$ cat config.mk
export PLATFORM = sky130hd
export DESIGN_NAME = weight_streamer
export DESIGN_NICKNAME = d
export VERILOG_FILES = /design/src/rtl/weight_streamer.sv
export SDC_FILE = /design/constraint.sdc
export NUM_CORES = 1
export LEC_CHECK = 0
export ABC_CLOCK_PERIOD_IN_PS = 3360
export CAP_MARGIN = 20
export CORE_ASPECT_RATIO = 0.6
export CORE_MARGIN = 2
export CORE_UTILIZATION = 52
export DETAILED_ROUTE_END_ITERATION = 8
export GPL_ROUTABILITY_DRIVEN = 0
export PLACE_DENSITY = 0.83
export SYNTH_ARGS = -nofsm -noshare
export SYNTH_HDL_FRONTEND = slang
export SYNTH_SLANG_ARGS = --single-unit
$ cat constraint.sdc
create_clock -name clk -period 3.36 [get_ports clk]
set_input_delay 0.84 -clock clk [delete_from_list [all_inputs] [get_ports clk]]
set_output_delay 0.84 -clock clk [all_outputs]
set_load 0.01 [all_outputs]
$ cat src/rtl/weight_streamer.sv
// weight_streamer: streams a window of BRAM words onto a valid/ready weight bus through a
// 2-entry FIFO. Define WEIGHT_STREAMER_CHECKSUM_EN to add a running checksum output.
module weight_streamer #(
    parameter int DATA_WIDTH      = 32,
    parameter int MEM_DEPTH       = 1024,
    parameter int BRAM_ADDR_WIDTH = $clog2(MEM_DEPTH)
) (
    input  logic                       clk,
    input  logic                       rst,
    input  logic                       start,
    input  logic [BRAM_ADDR_WIDTH-1:0] base_addr,
    input  logic [BRAM_ADDR_WIDTH:0]   num_words,
    output logic                       busy,
    output logic                       done,
    output logic [BRAM_ADDR_WIDTH-1:0] bram_addr,
    output logic                       bram_en,
    input  logic [DATA_WIDTH-1:0]      bram_dout,
    output logic [DATA_WIDTH-1:0]      w_data,
    output logic                       w_valid,
    input  logic                       w_ready,
    output logic                       w_last
`ifdef WEIGHT_STREAMER_CHECKSUM_EN
    ,
    output logic [DATA_WIDTH-1:0]      checksum
`endif
);

    localparam int AW = BRAM_ADDR_WIDTH;
    localparam logic [AW:0]   DEPTH_N   = (AW+1)'(MEM_DEPTH);
    localparam logic [AW:0]   ONE_N     = (AW+1)'(1);
    localparam logic [AW-1:0] LAST_ADDR = AW'(MEM_DEPTH - 1);

    typedef enum logic [1:0] {IDLE = 2'd0, RUN = 2'd1, DONE = 2'd2} state_t;

    state_t                r_state, w_state_nxt;
    logic [AW-1:0]         r_issue_addr;
    logic [AW:0]           r_issue_left;
    logic [AW:0]           r_out_left;
    logic                  r_rd_vld_p1;
    logic [DATA_WIDTH-1:0] r_fifo_mem [2];
    logic                  r_wr_ptr;
    logic                  r_rd_ptr;
    logic [1:0]            r_count;

    logic [AW:0]           w_num_clamped;
    logic                  w_accept;
    logic                  w_rd_en;
    logic [AW-1:0]         w_rd_addr;
    logic                  w_fifo_vld;
    logic                  w_pop;
    logic                  w_room;
    logic [DATA_WIDTH-1:0] w_head;

    function automatic logic [AW-1:0] next_addr(input logic [AW-1:0] a);
        return (a == LAST_ADDR) ? '0 : a + AW'(1);
    endfunction

    function automatic logic [AW:0] clamp_words(input logic [AW:0] n);
        return (n > DEPTH_N) ? DEPTH_N : n;
    endfunction

    assign w_num_clamped = clamp_words(num_words);
    assign w_fifo_vld    = (r_count != 2'd0);
    assign w_head        = r_fifo_mem[r_rd_ptr];
    assign w_pop         = w_fifo_vld && w_ready;
    // Room is judged after this cycle's pop so a full-rate stream keeps one read in flight.
    assign w_room = ({1'b0, r_count} + {2'b00, r_rd_vld_p1}) < (3'd2 + {2'b00, w_pop});

    always_ff @(posedge clk) begin
        if (rst) r_state <= IDLE;
        else     r_state <= w_state_nxt;
    end

    always_comb begin
        w_state_nxt = r_state;
        w_accept    = 1'b0;
        w_rd_en     = 1'b0;
        w_rd_addr   = r_issue_addr;
        case (r_state)
            IDLE: begin
                if (start) begin
                    w_accept = 1'b1;
                    if (w_num_clamped == '0) begin
                        w_state_nxt = DONE;
                    end else begin
                        w_state_nxt = RUN;
                        w_rd_en     = 1'b1;
                        w_rd_addr   = base_addr;
                    end
                end
            end
            RUN: begin
                w_rd_en = (r_issue_left != '0) && w_room;
                if (w_pop && (r_out_left == ONE_N)) w_state_nxt = DONE;
            end
            DONE:    w_state_nxt = IDLE;
            default: w_state_nxt = IDLE;
        endcase
    end

    // p1: read data returns one cycle after bram_en and is pushed on that edge
    always_ff @(posedge clk) begin
        if (rst) begin
            r_rd_vld_p1  <= 1'b0;
            r_issue_addr <= '0;
            r_issue_left <= '0;
            r_out_left   <= '0;
            r_wr_ptr     <= 1'b0;
            r_rd_ptr     <= 1'b0;
            r_count      <= 2'd0;
        end else begin
            r_rd_vld_p1 <= w_rd_en;
            if (w_accept) begin
                r_issue_addr <= next_addr(base_addr);
                r_issue_left <= (w_num_clamped == '0) ? '0 : w_num_clamped - ONE_N;
                r_out_left   <= w_num_clamped;
            end else begin
                if (w_rd_en) begin
                    r_issue_addr <= next_addr(r_issue_addr);
                    r_issue_left <= r_issue_left - ONE_N;
                end
                if (w_pop) r_out_left <= r_out_left - ONE_N;
            end
            if (r_rd_vld_p1) r_wr_ptr <= ~r_wr_ptr;
            if (w_pop)       r_rd_ptr <= ~r_rd_ptr;
            r_count <= r_count + {1'b0, r_rd_vld_p1} - {1'b0, w_pop};
        end
    end

    always_ff @(posedge clk) begin
        if (r_rd_vld_p1) r_fifo_mem[r_wr_ptr] <= bram_dout;
    end

    assign busy      = !rst && (r_state != IDLE);
    assign done      = !rst && (r_state == DONE);
    assign bram_en   = !rst && w_rd_en;
    assign bram_addr = bram_en ? w_rd_addr : '0;
    assign w_valid   = !rst && w_fifo_vld;
    assign w_data    = w_valid ? w_head : '0;
    assign w_last    = w_valid && (r_out_left == ONE_N);

`ifdef WEIGHT_STREAMER_CHECKSUM_EN
    logic [DATA_WIDTH-1:0] r_checksum;

    always_ff @(posedge clk) begin
        if (rst)           r_checksum <= '0;
        else if (w_accept) r_checksum <= '0;
        else if (w_pop)    r_checksum <= r_checksum + w_head;
    end

    assign checksum = rst ? '0 : r_checksum;
`endif

endmodule

==> metrics.log <==
[metrics] outcome: complete, no violations
[metrics] WP depth: 6
[metrics] quantity of I/O buffers inserted on ports: slightly above 100
[metrics] switching component of the power: ~0.0013 W
[metrics] reg2reg setup slack: approximately 0.87 ns
[metrics] prevailing post-synth register cell: sky130_fd_sc_hd__edfxtp_1
[metrics] Avg Synthesized Cell Area: around 10 um2
[metrics] overall power consumption: ~0.0040 W
[metrics] layout overhead on the synthesized area: 33.6%
[metrics] Fin Clk Skew: slightly below 0.007 ns
[metrics] total of hold buffers inserted after clock tree synthesis: 0
[metrics] Detail Route met2 WL: a little under 6000 um
[metrics] dominant cell by count in the synthesized netlist: sky130_fd_sc_hd__nor2_1
[metrics] timing-limited maximum frequency: 305 MHz
[metrics] total global routing track utilization: 0.233
[metrics] count of distinct cell types in the synthesized netlist: 54
[metrics] share of the synthesized area in the top cell type: 0.373
[metrics] Crit. Startpoint: rst
[metrics] top cells by area, synth: sky130_fd_sc_hd__edfxtp_1 37%, sky130_fd_sc_hd__dfxtp_1 16%, sky130_fd_sc_hd__nor2_1 6.3%, sky130_fd_sc_hd__mux2i_1 6.2%, sky130_fd_sc_hd__xor2_1 2.7%
[metrics] Antenna Nets Post-Route: 0
[metrics] gate family responsible for the most delay along the worst path: buffers and inverters
[metrics] Top Layer Used: met4
[metrics] Chip Height: 81.1 um
[metrics] category of the most critical setup path: input pin to primary output
[metrics] first-pass GRT wire length: 19900 um
[metrics] total power divided by cell area: around 580 nW/um2
[metrics] peak fanout along the critical path: 16
[metrics] crit share post-route: 0.975
[metrics] area of the multi-input gates: 2320 um2
[metrics] proportion of power drawn by flip-flops and latches: 0.412
[metrics] die area: between 10000 and 15000 um2
[metrics] M1 wire length: between 6000 and 7000 um
[metrics] Total Wirelength: approximately 13000 um
[metrics] Clock Latency Late Sink: around 0.34 ns
[metrics] number of cell rows: 28
[metrics] Critical Path Slowest Stage Cell: sky130_fd_sc_hd__clkdlybuf4s50_1
[metrics] clock tree from TritonCTS: built
[metrics] length in cells of the worst reg-to-reg path: 10
[metrics] filler instances: 730
[metrics] total clock sinks: approximately 100
[metrics] antenna violations before repair: 0
[metrics] clock power share: 0.255
[metrics] tightest slew margin relative to the limit: 0.366
[metrics] Final Hold Violating Endpoints: 0
[metrics] placement-stage worst setup slack: -0.508 ns
[metrics] synthesized flop and latch total: about 100
[metrics] nature of the critical path startpoint: input pin
[metrics] startpoint of the tightest hold check path: r_issue_left[7]
[metrics] number of antenna diodes: 0
[metrics] endpoint of the lowest-slack register-to-register path: r_issue_left[6]
[metrics] clk slew on worst S/H paths: 0.07 ns
[metrics] # IOs: roughly 100
[metrics] worst setup path endpoint: w_data[23]
[metrics] 1st-pass router iterations: 5
[metrics] post-synthesis net count: around 570
[metrics] cell at the root of the clock tree: sky130_fd_sc_hd__clkbuf_16
[metrics] number of enable-type register cells in the synthesized netlist: 64
[metrics] unrepaired setup endpoints after global routing: no
[metrics] H-tree lvl count: 3
[metrics] Syn. warnings: 0
[metrics] worst flop-to-flop path startpoint: r_issue_left[1]
[metrics] FF/Latch Area: approximately 2700 um2
[metrics] Congestion Overflow GR: 0
[metrics] share of synthesized area occupied by flip-flops and latches: 0.528
[metrics] delay of the slowest cell on the worst path: between 0.5 and 0.6 ns
[metrics] Worst Path Required: roughly 2.5 ns
[metrics] Core ar.: slightly below 10000 um2
[metrics] maximum number of pins on one net before global-route repair: 34
[metrics] width of the die: between 100 and 150 um
[metrics] leakage component of the power: roughly 2.5 nW
[metrics] internal power contribution: 0.00272 W
[metrics] largest area contributor in the synthesized netlist: sky130_fd_sc_hd__edfxtp_1
[metrics] CP Data Arrival Time: approximately 2.4 ns
[metrics] proportion of power drawn by combinational gates: 0.333
[metrics] fraction of power spent switching nets: 0.320
[metrics] IR Drop Worst-Case VDD: a little under 0.4 mV
[metrics] category of the worst setup path capture point: primary output
[metrics] wire length on met3: around 900 um
[metrics] utilization of the core after routing: 0.707
[metrics] cell-by-cell listing of the critical path: clkdlybuf4s50_1 > inv_1 > o21ai_4 > clkbuf_16 > nor2_1 > clkdlybuf4s50_1
[metrics] fraction of final layout cells with drive strength greater than 1: 0.133
[metrics] Post-synth ARST share: 0
[metrics] count of mapped cells out of synthesis: 498
[metrics] post-route insts no fill: ~760
[metrics] Top cell by count, worst path: sky130_fd_sc_hd__clkdlybuf4s50_1
[metrics] synthesized area: roughly 5200 um2
[metrics] final critical delay including setup and external delays: around 3.3 ns
[metrics] via density per instance: around 5.6
[metrics] CTS buffer count: 9
[metrics] detail-routed net length per standard cell: 17.1 um
[metrics] number of buffers on the longest clock path: 2
[metrics] number of max-slew violations in the final report: 0
[metrics] Hold WC Path Type: register to register
[metrics] final setup margin: roughly 0.083 ns
[metrics] number of nets in the layout: slightly below 700
[metrics] transition time at the pin with the least slew margin: about 0.95 ns
[metrics] number of placed instances with taps included: 740
[metrics] effective utilization at floorplan: 0.529
[metrics] HPWL after detailed placement: 8970 um
[metrics] 1st-iter DRT viols: about 300
[metrics] Final setup viols: 0
[metrics] detailed-route DRC error count: 0
[metrics] number of maximum-capacitance violations: 0
[metrics] via count: 4276
[metrics] number of global-route vias before repair: about 4k
[metrics] Worst Path Buf+Inv: 4
[metrics] most used standard cells in the synthesized netlist: 86 x sky130_fd_sc_hd__nor2_1, 64 x sky130_fd_sc_hd__edfxtp_1, 40 x sky130_fd_sc_hd__dfxtp_1
-- through the flow --
stage	cell area (um2)	hold WS, ns	TNS (ns)
after floorplan	5150	0.450	0
after CTS	6790	0.503	0
final	6890	0.508	0
after global placement	6520	0.464	-4.43
after detailed placement	6520	0.483	-5.09
after global routing	6890	0.536	0
-- how the worst min path moves through the flow --
stage	to	slack (ns)	cells past startpoint
6_report	r_issue_left[7]	0.51	2
2_1_floorplan	r_issue_left[1]	0.45	2
3_3_place_gp	r_issue_left[1]	0.46	2
4_1_cts	r_issue_left[7]	0.50	2
3_5_place_dp	r_issue_left[7]	0.48	2
5_1_grt	r_issue_left[4]	0.54	2
-- worst min-delay path: cells and delay by family, from the launching register on --
family / cells / cell delay (ns)
AOI/OAI and AO/OA: 1 / 0.06
DFF: 1 / 0.34
buffers and inverters: 1 / 0.06
-- cell type report --
cell class | instances | share of cell area
Clock buffer | 10 | 0.0347
Inverter | 16 | 0.00872
Tap cell | 135 | 0.0245
Timing Repair Buffer | 136 | 0.190
Multi-Input combinational cell | 352 | 0.338
Sequential cell | 104 | 0.396
Clock inverter | 6 | 0.00836
-- power by group through the flow --
stage / Combinational, W / Sequential (W) / Clock, W
CTS: 0.00126 / 0.00164 / 0.00105
detailed placement: 0.00125 / 0.00166 / 0
floorplan: 0.000763 / 0.00160 / 0
global route: 0.00145 / 0.00167 / 0.00110
global placement: 0.00121 / 0.00166 / 0
finish: 0.00133 / 0.00165 / 0.00102
-- layer usage --
layer | global-route usage | vias to the layer above
met1 | 0.325 | 2003
met4 | 0.0613 | 0
li1 | - | 2065
met3 | 0.0518 | 17
met2 | 0.374 | 191
met5 | 0 | -
-- state kept, by name, summed over array words and instances, names as in the netlist, named ones only --
name	cells
r_state	2
r_fifo_mem	64
r_rd_vld_p1	1
r_wr_ptr	1
r_issue_left	11
r_issue_addr	10
r_out_left	11
r_rd_ptr	1
r_count	2
-- timing repair --
action,in CTS,in global routing
setup buffers,0,1
cloned,0,2
setup endpoints to repair,12,12
pin swaps,5,5
gates resized for setup,57,11
-- placed cells by master, fill, tap and decap left out, types with 3 or more instances in the layout --
master | Yosys | routed
sky130_fd_sc_hd__o21ai_0 | 11 | 10
sky130_fd_sc_hd__nor2_1 | 86 | 85
sky130_fd_sc_hd__dlygate4sd2_1 | 0 | 4
sky130_fd_sc_hd__nor4_1 | 4 | 3
sky130_fd_sc_hd__nand3_1 | 12 | 12
sky130_fd_sc_hd__nand4_1 | 4 | 4
sky130_fd_sc_hd__and2_1 | 7 | 6
sky130_fd_sc_hd__o32ai_1 | 5 | 5
sky130_fd_sc_hd__mux2i_1 | 32 | 32
sky130_fd_sc_hd__clkbuf_16 | 0 | 11
sky130_fd_sc_hd__dlymetal6s2s_1 | 0 | 3
sky130_fd_sc_hd__a22oi_1 | 11 | 7
sky130_fd_sc_hd__dfxtp_1 | 40 | 39
sky130_fd_sc_hd__a31oi_1 | 7 | 7
sky130_fd_sc_hd__edfxtp_1 | 64 | 64
sky130_fd_sc_hd__buf_4 | 0 | 27
sky130_fd_sc_hd__ha_1 | 11 | 11
sky130_fd_sc_hd__clkdlybuf4s50_1 | 0 | 84
sky130_fd_sc_hd__and3_1 | 5 | 5
sky130_fd_sc_hd__nor3b_1 | 6 | 6
sky130_fd_sc_hd__nor2b_1 | 8 | 6
sky130_fd_sc_hd__inv_1 | 14 | 14
sky130_fd_sc_hd__a211oi_1 | 16 | 16
sky130_fd_sc_hd__o31ai_1 | 3 | 3
sky130_fd_sc_hd__xnor2_1 | 13 | 13
sky130_fd_sc_hd__buf_2 | 4 | 11
sky130_fd_sc_hd__nand2_1 | 27 | 26
sky130_fd_sc_hd__o21a_1 | 3 | 3
sky130_fd_sc_hd__a21oi_1 | 21 | 21
sky130_fd_sc_hd__o21ai_1 | 3 | 3
sky130_fd_sc_hd__nor3_1 | 12 | 10
sky130_fd_sc_hd__buf_12 | 0 | 4
sky130_fd_sc_hd__a22oi_2 | 0 | 4
sky130_fd_sc_hd__xor2_1 | 16 | 16
-- cells by family after synthesis --
| family | share of synthesized area |
|---|---|
| xor gates and xnor gates | 0.0493 |
| AOI/OAI and AO/OA | 0.122 |
| and+or+nand+nor | 0.177 |
| DFF | 0.528 |
| buffers and inverters | 0.0345 |
| adders and majority gates | 0.0267 |
| muxes | 0.0622 |
Power figures use the tool's default switching activity.
